--- src/rtl/l2_mem_req_queue.sv ---
// l2_mem_req_queue
//   Request queue sitting directly upstream of the L2 AMBA bridge. Line-sized
//   read/write requests from the L2 cache core are buffered in a circular
//   FIFO. One request at a time is offered to the bridge. The single-beat
//   response is registered back to the cache.
//
//   Optional feature: define L2_MEMQ_STATS_EN to add saturating 16-bit
//   completion counters (o_cnt_rd, o_cnt_wr, o_cnt_fault).
//
// Ports
//   i_clk, i_rst           clock (rising edge), asynchronous active-high reset
//   o_req_ready / i_req_*  upstream push interface from the cache core
//   o_resp_*               registered response to the cache (one-cycle valid)
//   o_mem_req_* / i_mem_req_ready
//                          request to the bridge, always the head entry
//   i_mem_resp_*           bridge completion (ack) with read data and faults
//   o_dbg_state            current controller state (IDLE=0, ISSUE=1, WAIT=2)
//   o_cnt_*                completion statistics (L2_MEMQ_STATS_EN only)
//
// Handshakes: a push happens on a rising edge where i_req_valid && o_req_ready.
// The bridge takes a request on an edge where o_mem_req_valid && i_mem_req_ready.
// The request then completes on the first later edge with i_mem_resp_ack high.
// o_req_ready depends only on registered occupancy, never on a same-cycle pop.
module l2_mem_req_queue #(
   parameter int DEPTH_LOG2 = 2,
   localparam int REQ_MEM_TYPE_BITS = 3,
   localparam int REQ_MEM_TYPE_WRITE = 0,
   localparam int REQ_MEM_TYPE_CACHED = 1,
   localparam int CFG_CPU_ADDR_BITS = 32,
   localparam int L2CACHE_BYTES_PER_LINE = 32,
   localparam int L2CACHE_LINE_BITS = 8 * L2CACHE_BYTES_PER_LINE
) (
   input  logic                              i_clk,
   input  logic                              i_rst,
   output logic                              o_req_ready,
   input  logic                              i_req_valid,
   input  logic [REQ_MEM_TYPE_BITS-1:0]      i_req_type,
   input  logic [2:0]                        i_req_size,
   input  logic [2:0]                        i_req_prot,
   input  logic [CFG_CPU_ADDR_BITS-1:0]      i_req_addr,
   input  logic [L2CACHE_BYTES_PER_LINE-1:0] i_req_strob,
   input  logic [L2CACHE_LINE_BITS-1:0]      i_req_data,
   output logic                              o_resp_valid,
   output logic                              o_resp_write,
   output logic [L2CACHE_LINE_BITS-1:0]      o_resp_data,
   output logic                              o_resp_load_fault,
   output logic                              o_resp_store_fault,
   output logic                              o_mem_req_valid,
   input  logic                              i_mem_req_ready,
   output logic [REQ_MEM_TYPE_BITS-1:0]      o_mem_req_type,
   output logic [2:0]                        o_mem_req_size,
   output logic [2:0]                        o_mem_req_prot,
   output logic [CFG_CPU_ADDR_BITS-1:0]      o_mem_req_addr,
   output logic [L2CACHE_BYTES_PER_LINE-1:0] o_mem_req_strob,
   output logic [L2CACHE_LINE_BITS-1:0]      o_mem_req_data,
   input  logic                              i_mem_resp_valid,
   input  logic                              i_mem_resp_ack,
   input  logic [L2CACHE_LINE_BITS-1:0]      i_mem_resp_data,
   input  logic                              i_mem_resp_load_fault,
   input  logic                              i_mem_resp_store_fault,
   output logic [1:0]                        o_dbg_state
`ifdef L2_MEMQ_STATS_EN
   ,
   output logic [15:0]                       o_cnt_rd,
   output logic [15:0]                       o_cnt_wr,
   output logic [15:0]                       o_cnt_fault
`endif
);

   localparam int DEPTH = 2 ** DEPTH_LOG2;
   localparam logic [DEPTH_LOG2:0] DEPTH_CNT = (DEPTH_LOG2 + 1)'(DEPTH);
   localparam logic [DEPTH_LOG2:0] CNT_ONE = (DEPTH_LOG2 + 1)'(1);
   localparam logic [DEPTH_LOG2-1:0] PTR_ONE = (DEPTH_LOG2)'(1);

   typedef enum logic [1:0] {
      ST_IDLE  = 2'd0,
      ST_ISSUE = 2'd1,
      ST_WAIT  = 2'd2
   } state_t;

   // Entry storage is deliberately left out of reset; only pointers/count are cleared.
   logic [REQ_MEM_TYPE_BITS-1:0]      ent_type  [DEPTH];
   logic [2:0]                        ent_size  [DEPTH];
   logic [2:0]                        ent_prot  [DEPTH];
   logic [CFG_CPU_ADDR_BITS-1:0]      ent_addr  [DEPTH];
   logic [L2CACHE_BYTES_PER_LINE-1:0] ent_strob [DEPTH];
   logic [L2CACHE_LINE_BITS-1:0]      ent_data  [DEPTH];

   logic [DEPTH_LOG2-1:0] wr_ptr;
   logic [DEPTH_LOG2-1:0] rd_ptr;
   logic [DEPTH_LOG2:0]   count;
   state_t                state_q;
   state_t                state_d;
   logic                  push;
   logic                  pop;
   logic                  head_is_write;
   logic                  unused_resp_valid;

   // The bridge samples the head fields combinationally through its write
   // data phase; rd_ptr only moves on pop, so these are stable until the ack.
   assign o_mem_req_type  = ent_type[rd_ptr];
   assign o_mem_req_size  = ent_size[rd_ptr];
   assign o_mem_req_prot  = ent_prot[rd_ptr];
   assign o_mem_req_addr  = ent_addr[rd_ptr];
   assign o_mem_req_strob = ent_strob[rd_ptr];
   assign o_mem_req_data  = ent_data[rd_ptr];

   assign head_is_write     = ent_type[rd_ptr][REQ_MEM_TYPE_WRITE];
   assign o_req_ready       = (count != DEPTH_CNT);
   assign push              = i_req_valid && o_req_ready;
   assign o_dbg_state       = state_q;
   // Completion is driven by the ack alone; the valid strobe is informational.
   assign unused_resp_valid = i_mem_resp_valid;

   always_ff @(posedge i_clk) begin
      if (push) begin
         ent_type[wr_ptr]  <= i_req_type;
         ent_size[wr_ptr]  <= i_req_size;
         ent_prot[wr_ptr]  <= i_req_prot;
         ent_addr[wr_ptr]  <= i_req_addr;
         ent_strob[wr_ptr] <= i_req_strob;
         ent_data[wr_ptr]  <= i_req_data;
      end
   end

   always_ff @(posedge i_clk or posedge i_rst) begin
      if (i_rst) begin
         wr_ptr <= '0;
         rd_ptr <= '0;
         count  <= '0;
      end else begin
         if (push) begin
            wr_ptr <= wr_ptr + PTR_ONE;
         end
         if (pop) begin
            rd_ptr <= rd_ptr + PTR_ONE;
         end
         case ({push, pop})
            2'b10:   count <= count + CNT_ONE;
            2'b01:   count <= count - CNT_ONE;
            default: count <= count;
         endcase
      end
   end

   always_ff @(posedge i_clk or posedge i_rst) begin
      if (i_rst) begin
         state_q <= ST_IDLE;
      end else begin
         state_q <= state_d;
      end
   end

   // An ack seen outside WAIT is ignored: no pop and no response.
   always_comb begin
      state_d         = state_q;
      o_mem_req_valid = 1'b0;
      pop             = 1'b0;
      case (state_q)
         ST_IDLE: begin
            if (count != '0) begin
               state_d = ST_ISSUE;
            end
         end
         ST_ISSUE: begin
            o_mem_req_valid = 1'b1;
            if (i_mem_req_ready) begin
               state_d = ST_WAIT;
            end
         end
         ST_WAIT: begin
            if (i_mem_resp_ack) begin
               pop     = 1'b1;
               state_d = ST_IDLE;
            end
         end
         default: state_d = ST_IDLE;
      endcase
   end

   // Read data is only refreshed by reads; a write leaves the last line visible.
   always_ff @(posedge i_clk or posedge i_rst) begin
      if (i_rst) begin
         o_resp_valid       <= 1'b0;
         o_resp_write       <= 1'b0;
         o_resp_data        <= '0;
         o_resp_load_fault  <= 1'b0;
         o_resp_store_fault <= 1'b0;
      end else begin
         o_resp_valid <= pop;
         if (pop) begin
            o_resp_write       <= head_is_write;
            o_resp_load_fault  <= i_mem_resp_load_fault;
            o_resp_store_fault <= i_mem_resp_store_fault;
            if (!head_is_write) begin
               o_resp_data <= i_mem_resp_data;
            end
         end
      end
   end

`ifdef L2_MEMQ_STATS_EN
   always_ff @(posedge i_clk or posedge i_rst) begin
      if (i_rst) begin
         o_cnt_rd    <= '0;
         o_cnt_wr    <= '0;
         o_cnt_fault <= '0;
      end else if (pop) begin
         if (head_is_write && (o_cnt_wr != 16'hFFFF)) begin
            o_cnt_wr <= o_cnt_wr + 16'd1;
         end
         if (!head_is_write && (o_cnt_rd != 16'hFFFF)) begin
            o_cnt_rd <= o_cnt_rd + 16'd1;
         end
         if ((i_mem_resp_load_fault || i_mem_resp_store_fault) && (o_cnt_fault != 16'hFFFF)) begin
            o_cnt_fault <= o_cnt_fault + 16'd1;
         end
      end
   end
`endif

endmodule

--- config.mk ---
export PLATFORM = sky130hd
export DESIGN_NAME = l2_mem_req_queue
export DESIGN_NICKNAME = d
export VERILOG_FILES = /design/src/rtl/l2_mem_req_queue.sv
export SDC_FILE = /design/constraint.sdc
export NUM_CORES = 1
export LEC_CHECK = 0
export BUFFER_PORTS_ARGS = -buffer_cell sky130_fd_sc_hd__buf_2
export CAP_MARGIN = 20
export CORE_AREA = 2 2 456 458
export DETAILED_ROUTE_END_ITERATION = 10
export DIE_AREA = 0 0 458 460
export PLACE_DENSITY_LB_ADDON = 0.25
export SYNTH_ARGS = -nofsm -noshare
export SYNTH_HDL_FRONTEND = slang
export SYNTH_SLANG_ARGS = --single-unit
--- constraint.sdc ---
create_clock -name i_clk -period 9.1 [get_ports i_clk]
set_clock_uncertainty 0.2 [all_clocks]
set_input_delay 0.91 -clock i_clk [delete_from_list [all_inputs] [get_ports i_clk]]
set_output_delay 0.91 -clock i_clk [all_outputs]
set_load 0.01 [all_outputs]
# Yosys cells after proc, flatten, opt, wreduce, memory -nomap -nowiden
# Memory sizes are Yosys's and may differ from the RTL's.
# Index checks and enable logic that the tools add are counted.
# word_totals
reg_bits	269
mem_bits_rw	1316
inputBits	593
out_inout_bits	593
wordCells	44
memories	6
# mem_list
memory	words	word_bits	rd	rd_clocked_by_memory_dff	write_ports	line_no	rtl
ent_data	4	256	1	0	1	87	logic [L2CACHE_LINE_BITS-1:0] ent_data [DEPTH];
ent_addr	4	32	1	0	1	85	logic [CFG_CPU_ADDR_BITS-1:0] ent_addr [DEPTH];
ent_strob	4	32	1	0	1	86	logic [L2CACHE_BYTES_PER_LINE-1:0] ent_strob [DEPTH];
ent_prot	4	3	1	0	1	84	logic [2:0] ent_prot [DEPTH];
ent_size	4	3	1	0	1	83	logic [2:0] ent_size [DEPTH];
ent_type	4	3	1	0	1	82	logic [REQ_MEM_TYPE_BITS-1:0] ent_type [DEPTH];
# op_classes
n_addsub	4
n_eq_ne	8
muxes	10
bitwise_logic	1
n_reduce_logical	6
# op_table
cell	n
2-to-1 mux 2 bit	3
!= test 2 bit, second input constant	3
one-hot mux 2 bit (3 select lines)	1
one-hot mux 3 bit (2 select lines)	1
2-to-1 mux 1 bit	5
adder 2 x 1 -> 2 bit, second input constant	2
== test 2 x 1 -> 1 bit, second input constant	2
== test 2 bit, second input constant	2
adder 3 x 1 -> 3 bit, second input constant	1
!= test 3 bit, second input constant	1
AND reduction 3 bit	1
nonzero test 3 bit	1
subtractor 3 x 1 -> 3 bit, second input constant	1
zero test 2 bit	1
AND reduction 2 bit	1
nonzero test 2 bit	1
logical AND 1 bit	1
NOT 1 bit	1

# Logic depth before layout (Yosys ltp)
# Gate-level depths: netlist of the first run.
# logic_depth
depth_word	4
depth_mapped	9
mapped_depth_nobuf	9

# Worst setup path before layout of the first run
# OpenSTA, ideal clock, no wires.
# synth_timing
kind	input -> register
start	in i_req_valid
end	mem ent_addr[0][0] (enable)
setup_time_ps	737
arrival_ps	8404
required_ps	8163
slack_ps	-240
path_stages	1
path_buffers	0
cell_sequence	and3_1
# synth_between
elab_chain_cells	3
# synth_rtl
item	line_no	rtl
from (decl)	36	input logic i_req_valid,
logical AND 1 bit	110	assign push = i_req_valid && o_req_ready;
2-to-1 mux 1 bit	116	if (push) begin
2-to-1 mux 1 bit (not written as such)	120	ent_addr[wr_ptr] <= i_req_addr;
to (decl)	85	
# No other way between the ends.

# Worst setup path in the final report of the first run
# layout_timing
start	reg rd_ptr[0]
end	out o_mem_req_data[24]
# layout_between
elab_chain_cells	1
# layout_rtl
item	line_no	rtl
from (decl)	90	logic [DEPTH_LOG2-1:0] rd_ptr;
from (signal assigned)	136	rd_ptr <= rd_ptr + PTR_ONE;
memory (4 x 256 bit)	n/a	
to (decl)	55	output logic [L2CACHE_LINE_BITS-1:0] o_mem_req_data,
# No other way between the ends.

==> reports/results.ini, run 1 <==
[sta]
post-route-worst-setup-slack_ns = 3.78
hold_violations = 0
achievable-frequency_mhz = 188
final_period_minus_worst_setup_slack_ns = 5.32
report.final.setup_viol = 0
worst_pin_slew_ns = 1.28
setup_total_negative_slack_ns = 0
holdWs_ns = 0.0251
unrepaired_setup_endpoints_after_global_routing = false
layout_worst_path_cycle_share = 0.584
timing_max_transition_violations_final = 0
slew_headroom = 0.149

[setup_path]
endpoint = o_mem_req_data[24]
timing.critical_path.required_ns = 7.99
worst_r2r_endpoint = o_resp_data[54]
worst_setup_ep_type = output port
setup.worst_path.start = rd_ptr[0]
slowest_delay_ns = 0.96
critical_path_arrival_ns = 4.21
reg2reg_from = rd_ptr[0]
crit_path_cell_trace = buf_4 -> buf_4 -> mux4_2 -> buf_2
worst_path_max_delay_cell = dfrtp_4
ff2ff_setup_slack_ns = 4.68
crit_path_max_fanout = 38
logic_depth_of_the_worst_register_to_register_path = 5
cpMostUsedCell = buf_4
setup.worst_path.class = flip-flop to output port
critPathLaunchType = flip-flop

[drt]
drt.antenna.violating_nets = 0
via_count = 29300
dr_vias_cell = 4.51
detailed_router_s_first_iteration_violation_count = 2147
routed_wl_um = 190000
remaining_drc_errors = 0
route.detailed.wl_per_inst_um = 29.3
drt_pass1_iterations = 5

[yosys]
yosysTopAreaCell = edfxtp_1
synth_sequential_area_ratio = 0.804
yosys.area.top_type_share = 0.687
syn_area_per_cell_um2 = 24.8
synth_cell_type_count = 27
synth.net_count = 2920
synth.top_cells.by_area = edfxtp_1, mux4_2, dfrtp_1
ys_seq_elements = 1585
netlist_instances = 2321
mappedNetlistArea_mm2 = 0.0575
synth-warning-count = 0

[clock_tree]
clockBufferDepth = 3
setup_repair_bufs_after_cts = 0
cts-resized-gates = 0
post_cts_hold_buffers = 0
cts_buffers = 178
clock_latency_at_the_later_pin_of_the_worst_skew_pair_ns = 0.81
cts.root.buffer_cell = clkbuf_16
ctsHtreeMaxLevel = 4
clkSinkCount = 1585
tritoncts = done
clk_pin_slew_ns = 0.06

[placement]
port_buffers = 1184
gp_congestion = 0.918
dp_hpwl_um = 135000
pre_cts_slack_ns = 4.39

[global_routing]
number_of_antenna_violations_at_the_first_check_in_global_routing = 113
first_global_vias = 30600
maximum_number_of_pins_on_one_net_before_global_route_repair = 161
grt-ovfl-total = 0
gr-usage-all-layers = 0.176
first_pass_grt_wire_length_um = 255000

[job]
max_cap_viol_count = 0

[finish]
area_delta_synth_final_pct = 25.9
layout-drive-gt1-share = 0.483
layout.nets = 4214
filler_cells_inserted = 19400
final_util = 0.351

[power]
leakagePower_nw = 26.5
finalPower_w = 0.0254
p_per_area_mw_per_mm2 = 351
ir_drop_uv = 182

[floorplan]
die_height_um = 460
io-pin-count = 1186
initial_core_util = 0.279
die_width_um = 458
dieArea_mm2 = 0.211
placement_rows = 167
fp.coreArea_mm2 = 0.206

[run_status]
result_of_the_run = completed

[worst_hold_path]
holdCritPathClass = input pin to asynchronous set/reset pin

==> metal layers <==
layer,track usage,part of all wire,vias up
met4,0.0846,0.054,90
li1,-,-,12300
met1,0.182,0.34,15200
met3,0.0784,0.096,442
met5,0,0.0030,-
met2,0.303,0.50,1178
==> where the power goes <==
group	internal (W)	leakage (nW)	switching, W	total, W
sequential	0.00978	15.4	0.000598	0.0104
clock	0.00408	2.78	0.00300	0.00708
combinational	0.00303	8.36	0.00494	0.00797
==> worst min-delay path by stage <==
stage	startpoint	cells after the start	to	slack (ns)
floorplan	count[2]	1	count[2]	0.26
global placement	o_resp_load_fault	2	o_resp_load_fault	0.26
detailed placement	o_resp_store_fault	2	o_resp_store_fault	0.27
CTS	i_req_data[237]	1	ent_data[0][237]	0.003
global route	i_req_data[53]	1	ent_data[0][53]	0.03
finish	i_rst	2	o_resp_data[107]	0.03
==> placed cells by master (no fill, tap or decap), drive strengths merged, types with 3 or more instances in the layout <==
| master | instances |
|---|---|
| and3 | 4 |
| buf | 1217 |
| bufinv | 13 |
| clkbuf | 229 |
| clkinv | 63 |
| clkinvlp | 3 |
| dfrtp | 269 |
| diode | 26 |
| edfxtp | 1316 |
| ha | 5 |
| inv | 17 |
| mux2 | 257 |
| mux4 | 329 |
| nand2 | 12 |
| xnor2 | 4 |
==> metrics by stage <==
step / instances / area [um^2]
after floorplan: 2321 / 57500
after global placement: 6139 / 66600
after detailed placement: 6139 / 66600
after CTS: 6456 / 72300
after global routing: 6463 / 72400
final: 6482 / 72400
==> layout make-up <==
type | count | area, um^2 | share of cell area
Multi-Input combinational cell | 625 | 10600 | 0.146
Sequential cell | 1585 | 46300 | 0.639
Clock buffer | 229 | 4760 | 0.0657
Inverter | 8 | 37.5 | 0.000518
Clock inverter | 88 | 988 | 0.0137
Antenna cell | 26 | 65.1 | 0.000899
Timing Repair Buffer | 1217 | 6310 | 0.0872
Tap cell | 2704 | 3380 | 0.0467
==> flip-flops by register name, summed over array words and instances, names as in the netlist <==
| name | count |
|---|---|
| count | 3 |
| ent_addr | 128 |
| ent_data | 1024 |
| ent_prot | 12 |
| ent_size | 12 |
| ent_strob | 128 |
| ent_type | 12 |
| o_dbg_state | 2 |
| o_resp_data | 256 |
| o_resp_load_fault | 1 |
| o_resp_store_fault | 1 |
| o_resp_valid | 1 |
| o_resp_write | 1 |
| rd_ptr | 2 |
| wr_ptr | 2 |
==> worst max-delay path: cells and delay by family, from the launching register on <==
family,cells,cell delay (ns)
multiplexers,1,0.64
buffers and inverters,3,1.71
flip-flops,1,0.96
==> synthesized netlist by cell type <==
library cell and n:
a211oi_1 1, and2_1 1, and3_1 4, buf_1 17, buf_2 33, buf_4 2, buf_6 26, clkbuf_1 25
dfrtp_1 269, edfxtp_1 1316, fa_1 1, ha_1 5, inv_1 8, mux2_1 240, mux2_2 17, mux4_2 329
nand2_1 12, nand2b_1 1, nand3b_1 1, nor2_1 1, nor2_4 1, nor2b_1 1, nor4_1 1, o21ai_0 2
or3b_1 1, xnor2_1 4, xor2_1 2
==> logic make-up (layout without fill, tap and decap cells) <==
| kind of cell | Yosys count | in the layout | share of synthesized area |
|---|---|---|---|
| multiplexers | 586 | 586 | 0.179 |
| adder cells (fa/ha/maj) | 6 | 6 | 0.00144 |
| XOR/XNOR | 6 | 6 | 0.000914 |
| other | 0 | 26 | 0 |
| buffers and inverters | 111 | 1542 | 0.0115 |
| AO/OA/AOI/OAI | 3 | 3 | 0.000305 |
| flip-flops | 1585 | 1585 | 0.804 |
| AND/OR/NAND/NOR | 24 | 24 | 0.00220 |
(Power assumes the default switching activity.)
==> run 2: changes to the inputs <==
--- a/config.mk
+++ b/config.mk
@@ -5,11 +5,12 @@
 export SDC_FILE = /design/constraint.sdc
 export NUM_CORES = 1
 export LEC_CHECK = 0
+export ABC_AREA = 1
 export BUFFER_PORTS_ARGS = -buffer_cell sky130_fd_sc_hd__buf_2
 export CAP_MARGIN = 20
-export CORE_AREA = 2 2 456 458
+export CORE_AREA = 2 2 462 464
 export DETAILED_ROUTE_END_ITERATION = 10
-export DIE_AREA = 0 0 458 460
+export DIE_AREA = 0 0 464 466
 export PLACE_DENSITY_LB_ADDON = 0.25
 export SYNTH_ARGS = -nofsm -noshare
 export SYNTH_HDL_FRONTEND = slang
==> constraint.sdc (replaced) <==
create_clock -name i_clk -period 5.5 [get_ports i_clk]
set_clock_uncertainty 0.2 [all_clocks]
set_input_delay 0.55 -clock i_clk [delete_from_list [all_inputs] [get_ports i_clk]]
set_output_delay 0.55 -clock i_clk [all_outputs]
set_load 0.01 [all_outputs]
==> run 2 against run 1 <==
Register-to-register slack got worse by 3.0 ns. Total power increased by 75%. Combinational power increased by 100%. Final area increased by 10%. Critical path type unchanged. Largest power group unchanged.
==> reports/results.ini, run 2 <==
[finish]
biggestRegsByFlops = ent_data: 1024 flops, o_resp_data: 256 flops  ; unchanged
area_delta_synth_final_pct = 34.9  ; was 25.9%
max_flop_register = ent_data  ; unchanged
final_cell_mix = edfxtp_1, buf_2, nor2_1  ; was edfxtp_1, buf_2, mux4_2
final_util = 0.377  ; was 0.351
most_common_library_cell_in_the_layout_ignoring_fill_and_taps = edfxtp_1  ; unchanged
layout.nets = 6688  ; was 4214
largest_reg_flops = 1024  ; unchanged
layout-drive-gt1-share = 0.242  ; was 0.483

[floorplan]
initial_core_util = 0.279  ; about the same
io-pin-count = 1186  ; unchanged
die_width_um = 464  ; was 458 um
fp.coreArea_mm2 = 0.211  ; was 0.206 mm^2
dieArea_mm2 = 0.216  ; was 0.211 mm^2
placement_rows = 169  ; was 167
die_height_um = 466  ; was 460 um

[global_routing]
grt-ovfl-total = 0  ; unchanged
first_global_vias = 42200  ; was 30600
number_of_antenna_violations_at_the_first_check_in_global_routing = 40  ; was 113
first_pass_grt_wire_length_um = 310000  ; was 255000 um
maximum_number_of_pins_on_one_net_before_global_route_repair = 174  ; was 161
gr-usage-all-layers = 0.197  ; was 0.176

[sta]
setup_total_negative_slack_ns = 0  ; unchanged
unrepaired_setup_endpoints_after_global_routing = false  ; unchanged
hold_violations = 0  ; unchanged
worst_pin_slew_ns = 1.21  ; was 1.28 ns
layout_worst_path_cycle_share = 0.828
report.final.setup_viol = 0  ; unchanged
slew_headroom = 0.193  ; was 0.149
timing_max_transition_violations_final = 0  ; unchanged
achievable-frequency_mhz = 220
final_period_minus_worst_setup_slack_ns = 4.55

[clock_tree]
setup_repair_bufs_after_cts = 0  ; unchanged
clockBufferDepth = 3  ; unchanged
clkSinkCount = 1585  ; unchanged
ctsHtreeMaxLevel = 4  ; unchanged
clk_pin_slew_ns = 0.06  ; about the same
clock_latency_at_the_later_pin_of_the_worst_skew_pair_ns = 0.81  ; about the same
cts.root.buffer_cell = clkbuf_16  ; unchanged
tritoncts = done  ; unchanged
cts_buffers = 175  ; was 178

[setup_path]
worst_path_max_delay_cell = dfrtp_4  ; unchanged
critical_path_arrival_ns = 3.80  ; was 4.21 ns
worst_setup_ep_type = output port  ; unchanged
setup.worst_path.class = flip-flop to output port  ; unchanged
crit_path_max_fanout = 77  ; was 38
critPathLaunchType = flip-flop  ; unchanged
slowest_delay_ns = 0.73  ; was 0.96 ns
crit_path_cell_trace = inv_8 -> nand3_1 -> nand2_8 -> buf_4 -> inv_1 -> buf_2  ; was buf_4 -> buf_4 -> mux4_2 -> buf_2
timing.critical_path.required_ns = 4.75  ; was 7.99 ns

[drt]
detailed_router_s_first_iteration_violation_count = 3094  ; was 2147
remaining_drc_errors = 0  ; unchanged
routed_wl_um = 220000  ; was 190000 um
via_count = 42400  ; was 29300
drt_pass1_iterations = 5  ; unchanged
drt.antenna.violating_nets = 0  ; unchanged
dr_vias_cell = 4.67  ; was 4.51
route.detailed.wl_per_inst_um = 24.2  ; was 29.3 um

[run_status]
result_of_the_run = completed  ; unchanged

[yosys]
ys_seq_elements = 1585  ; unchanged
synth-warning-count = 0  ; unchanged
synth_edf_count = 1316  ; unchanged
synth.top_cells.by_area = edfxtp_1, dfrtp_1, o21ai_0  ; was edfxtp_1, mux4_2, dfrtp_1
synth_sequential_area_ratio = 0.784  ; was 0.804
post-synth-top-count-cell = edfxtp_1  ; unchanged
yosys.area.top_type_share = 0.670  ; was 0.687
syn_area_per_cell_um2 = 13.5  ; was 24.8 um^2
yosys-top-cells-count = edfxtp_1, nor2_1, o21ai_0, nand2_1, o22ai_1  ; was edfxtp_1, mux4_2, dfrtp_1, mux2_1, buf_2
yosysTopAreaCell = edfxtp_1  ; unchanged
synth.net_count = 4964  ; was 2920
mappedNetlistArea_mm2 = 0.0590  ; was 0.0575 mm^2
ys.flop_type = edfxtp_1  ; unchanged
netlist_instances = 4365  ; was 2321
fraction_of_synthesis_flops_using_an_asynchronous_set_or_reset_pin = 0.170  ; unchanged
synth_cell_type_count = 24  ; was 27

[power]
finalPower_w = 0.0445  ; was 0.0254 W
leakagePower_nw = 30.6  ; was 26.5 nW
p_per_area_mw_per_mm2 = 559  ; was 351 mW/mm^2
ir_drop_uv = 455  ; was 182 uV

[worst_hold_path]
holdCritPathClass = input pin to flip-flop  ; was input pin to asynchronous set/reset pin

[placement]
gp_congestion = 0.933  ; was 0.918
dp_hpwl_um = 149000  ; was 135000 um
port_buffers = 1184  ; unchanged

[job]
max_cap_viol_count = 0  ; unchanged

[run 2: power by group]
| group | leakage (nW) | internal (W) | switching [W] |
|---|---|---|---|
| logic | 12.5 | 0.00468 | 0.0116 |
| clock network | 2.67 | 0.00630 | 0.00493 |
| registers | 15.4 | 0.0160 | 0.000981 |
| total | 30.6 | 0.0270 | 0.0175 |
[run 2: critical path, delay by kind of cell, from the launching register on]
kind / cells / cell delay (ns)
AND/OR/NAND/NOR: 2 / 0.75
flip-flops: 1 / 0.73
buffers and inverters: 4 / 1.22
[run 2: routing by layer]
metal	share of wire	global-route usage	vias to the layer above
met2	0.50	0.343	1393
li1	-	-	19400
met3	0.074	0.0604	380
met5	0.00047	0	-
met1	0.37	0.219	21200
met4	0.050	0.0895	16
[run 2: kinds of logic (layout without fill, tap and decap cells)]
family / Yosys count / in the layout / share of synthesized area
flops: 1585 / 1585 / 0.784
simple gates: 1458 / 1458 / 0.0985
buf+inv: 321 / 2189 / 0.0247
compound gates: 990 / 990 / 0.0909
other cells: 0 / 28 / 0
fa+ha+maj: 6 / 6 / 0.00140
xor+xnor: 5 / 5 / 0.000742
[run 2: path summary, 6_finish.rpt]
path / start / endpoint / slack (ns) / depth (start not counted)
max in group asynchronous: i_rst / o_resp_data[59] / 3.53 / 4
min in group asynchronous: i_rst / o_resp_data[142] / 0.17 / 3
min: i_mem_resp_data[2] / o_resp_data[2] / 0.07 / 3
min reg2reg: o_resp_data[139] / o_resp_data[139] / 0.26 / 2
max reg2reg: rd_ptr[1] / o_resp_data[58] / 1.66 / 7
max: rd_ptr[1] / o_mem_req_type[0] / 0.95 / 6
[run 2: repair_timing]
| item | 4_1_cts | 5_1_grt |
|---|---|---|
| resized for setup | 0 | 0 |
| hold buffers | 588 | 1 |
| hold endpoints to repair | 1592 | 1 |
[run 2: cell type report]
cell class              instances  area [um^2]
fillers                     20500       132000
well taps                    2821         3530
clock inverters                90          798
diodes                         28         70.1
clock buffers                 231         4700
multi-input cells            2459        11400
inverters                      17         90.1
repair buffers               1851        12800
flip-flops and latches       1585        46300
[run 2: metrics by stage]
step	instances	area, um^2	hold WS [ns]	setup slack (ns)
detailed placement	8144	68100	0.253	1.71
finish	9082	79600	0.0660	0.947
CTS	9053	79500	0.00571	0.853
floorplan	4365	59100	0.287	-0.646
global route	9078	79600	0.0167	0.721
global placement	8144	68100	0.251	1.71
==> run 3: changes to the inputs <==
==> constraint.sdc (replaced) <==
create_clock -name i_clk -period 4.29 [get_ports i_clk]
set_clock_uncertainty 0.2 [all_clocks]
set_input_delay 0.429 -clock i_clk [delete_from_list [all_inputs] [get_ports i_clk]]
set_output_delay 0.429 -clock i_clk [all_outputs]
set_load 0.01 [all_outputs]
==> run 3 against run 2 <==
Final area rose by 0.27%. Worst hold slack improved by 0.083 ns. Sequential power rose by 28%. Core utilization rose by 0.10 points. Combinational power rose by 29%. Setup slack got worse by 0.51 ns. Count of clock-buffer cells in the layout fell by 5. Critical path type unchanged.
==> reports/results.ini, run 3 (synthesis results as in run 2) <==
[global_routing]
grt.met2_usage = 0.339  ; was 0.343
first_pass_grt_wire_length_um = 310000  ; about the same
global_route_hottest_layer = met2  ; unchanged
grt.met3_usage = 0.0598  ; was 0.0604
number_of_antenna_violations_at_the_first_check_in_global_routing = 53  ; was 40
grt-ovfl-total = 0  ; unchanged
gr-usage-all-layers = 0.197  ; about the same
global_route.usage.met1 = 0.221  ; was 0.219
maximum_number_of_pins_on_one_net_before_global_route_repair = 213  ; was 174
first_global_vias = 41800  ; was 42200

[setup_path]
worst_path_max_delay_cell = dfrtp_4  ; unchanged
slowest_delay_ns = 0.58  ; was 0.73 ns
critPathLaunchType = flip-flop  ; unchanged
worst_setup_ep_type = output port  ; unchanged
setup.worst_path.class = flip-flop to output port  ; unchanged
ff2ff_setup_slack_ns = 1.18  ; was 1.66 ns
critical_path_arrival_ns = 3.22  ; was 3.80 ns
crit_path_max_fanout = 102  ; was 77
timing.critical_path.required_ns = 3.66  ; was 4.75 ns
reg2reg_from = rd_ptr[1]  ; unchanged
setup.worst_path.start = rd_ptr[0]  ; was rd_ptr[1]
logic_depth_of_the_worst_register_to_register_path = 7  ; unchanged
crit_path_cell_trace = inv_8 -> buf_12 -> buf_4 -> o21ai_0 -> o22ai_1 -> buf_2  ; was inv_8 -> nand3_1 -> nand2_8 -> buf_4 -> inv_1 -> buf_2
worst_r2r_endpoint = o_resp_data[234]  ; was o_resp_data[58]
endpoint = o_mem_req_data[16]  ; was o_mem_req_type[0]

[clock_tree]
cts.root.buffer_cell = clkbuf_16  ; unchanged
clockBufferDepth = 3  ; unchanged
cts-resized-gates = 0  ; unchanged
tritoncts = done  ; unchanged
ctsHtreeMaxLevel = 4  ; unchanged
cts_buffers = 173  ; was 175
clk_pin_slew_ns = 0.05  ; was 0.06 ns
clkSinkCount = 1585  ; unchanged
clock_latency_at_the_later_pin_of_the_worst_skew_pair_ns = 0.81  ; about the same

[finish]
final_cell_mix = edfxtp_1, buf_2, nor2_1  ; unchanged
max_flop_register = ent_data  ; unchanged
layout-drive-gt1-share = 0.244  ; was 0.242
biggestRegsByFlops = ent_data: 1024 flops, o_resp_data: 256 flops  ; unchanged
area_delta_synth_final_pct = 35.3  ; was 34.9%
regArea_mm2 = 0.0463  ; unchanged
layout.nets = 6695  ; was 6688
filler_cells_inserted = 20400  ; was 20500
most_common_library_cell_in_the_layout_ignoring_fill_and_taps = edfxtp_1  ; unchanged
multiInputGateArea_mm2 = 0.0114  ; unchanged
largest_reg_flops = 1024  ; unchanged
final_util = 0.378  ; was 0.377

[sta]
achievable-frequency_mhz = 260
hold_violations = 0  ; unchanged
slew_headroom = 0.296  ; was 0.193
worst_pin_slew_ns = 1.06  ; was 1.21 ns
report.final.setup_viol = 0  ; unchanged
final_period_minus_worst_setup_slack_ns = 3.85
holdWs_ns = 0.150  ; was 0.0660 ns
timing_max_transition_violations_final = 0  ; unchanged
post-route-worst-setup-slack_ns = 0.437  ; was 0.947 ns
unrepaired_setup_endpoints_after_global_routing = false  ; unchanged
layout_worst_path_cycle_share = 0.898

[drt]
drt_pass1_iterations = 6  ; was 5
drt.antenna.violating_nets = 0  ; unchanged
remaining_drc_errors = 0  ; unchanged
via_count = 42400  ; about the same
detailed_router_s_first_iteration_violation_count = 3332  ; was 3094
routed_wl_um = 221000  ; was 220000 um
route.detailed.wl_per_inst_um = 24.4  ; was 24.2 um
dr_vias_cell = 4.67  ; about the same

[floorplan]
placement_rows = 169  ; unchanged
io-pin-count = 1186  ; unchanged
fp.coreArea_mm2 = 0.211  ; unchanged
dieArea_mm2 = 0.216  ; unchanged
die_height_um = 466  ; unchanged
initial_core_util = 0.279  ; unchanged
die_width_um = 464  ; unchanged

[placement]
gp_congestion = 0.935  ; was 0.933
port_buffers = 1184  ; unchanged
pre_cts_slack_ns = 1.11  ; was 1.71 ns
dp_hpwl_um = 150000  ; was 149000 um

[power]
ir_drop_uv = 487  ; was 455 uV
netSwitchingPower_w = 0.0223  ; was 0.0175 W
leakagePower_nw = 30.7  ; was 30.6 nW
clkPwrFrac = 0.255  ; was 0.252
sequentialPowerShare = 0.378  ; was 0.382
power.switching_fraction = 0.389  ; was 0.393
combPwrFrac = 0.367  ; was 0.365
cell_internal_pwr_w = 0.0351  ; was 0.0270 W
p_per_area_mw_per_mm2 = 719  ; was 559 mW/mm^2

[run_status]
result_of_the_run = completed  ; unchanged

[worst_hold_path]
holdCritPathClass = input pin to flip-flop  ; unchanged

[job]
max_cap_viol_count = 0  ; unchanged

==> run 3: cell types whose count changed in the layout (fill, tap and decap cells not counted), sizes merged <==
| cell | delta |
|---|---|
| clkinvlp | +3 |
| clkinv | -17 |
| buf | +7 |
| diode | +2 |
| dlygate4sd3 | +2 |
| clkbuf | -5 |
| inv | +2 |
| bufinv | +7 |
==> run 3: routing by layer <==
metal	vias up	part of all wire
met5	-	0.00036
met4	12	0.055
met3	406	0.074
met2	1455	0.50
met1	21100	0.37
li1	19400	-
==> run 3: worst min-delay path by stage <==
stage / from / to / slack (ns) / cells after the start
CTS: i_mem_resp_data[99] / o_resp_data[99] / 0.03 / 3
detailed placement: o_resp_data[138] / o_resp_data[138] / 0.25 / 2
floorplan: count[0] / count[0] / 0.29 / 1
global route: i_mem_resp_data[99] / o_resp_data[99] / 0.005 / 3
global placement: o_resp_data[150] / o_resp_data[150] / 0.25 / 2
finish: i_mem_resp_data[99] / o_resp_data[99] / 0.15 / 3
==> run 3: metrics by stage <==
step	setup TNS (ns)	area, um^2	power [W]	cells
after CTS	0	79800	0.0583	9053
after detailed placement	0	68300	0.0429	8151
final	0	79800	0.0574	9083
after global routing	0	79800	0.0604	9077
after floorplan	-2434.29	59100	0.0326	4365
after global placement	0	68300	0.0429	8151
==> run 3: what timing repair did <==
item / 4_1_cts / 5_1_grt
hold endpoints to repair: 1610 / 0
hold buffers: 591 / 0
buffers inserted: 0 / 0
==> run 3: power groups by stage <==
stage               Sequential (W)  Combinational, W  Clock, W
floorplan                   0.0227           0.00984         0
global placement            0.0219            0.0210         0
detailed placement          0.0220            0.0210         0
CTS                         0.0217            0.0215    0.0151
global route                0.0220            0.0228    0.0157
finish                      0.0217            0.0211    0.0147
==> run 3: layout make-up <==
type	instances	share of cell area
Sequential cell	1585	0.579
Tap cell	2821	0.0442
Inverter	17	0.00113
Multi-Input combinational cell	2459	0.143
Timing Repair Buffer	1860	0.162
Clock inverter	85	0.0114
Clock buffer	226	0.0585
Antenna cell	30	0.000940
==> run 3: critical path, delay by kind of cell (launching register included) <==
kind                   cells  cell delay (ns)
AO/OA/AOI/OAI              2             0.27
buffers and inverters      4             1.39
flip-flops                 1             0.58
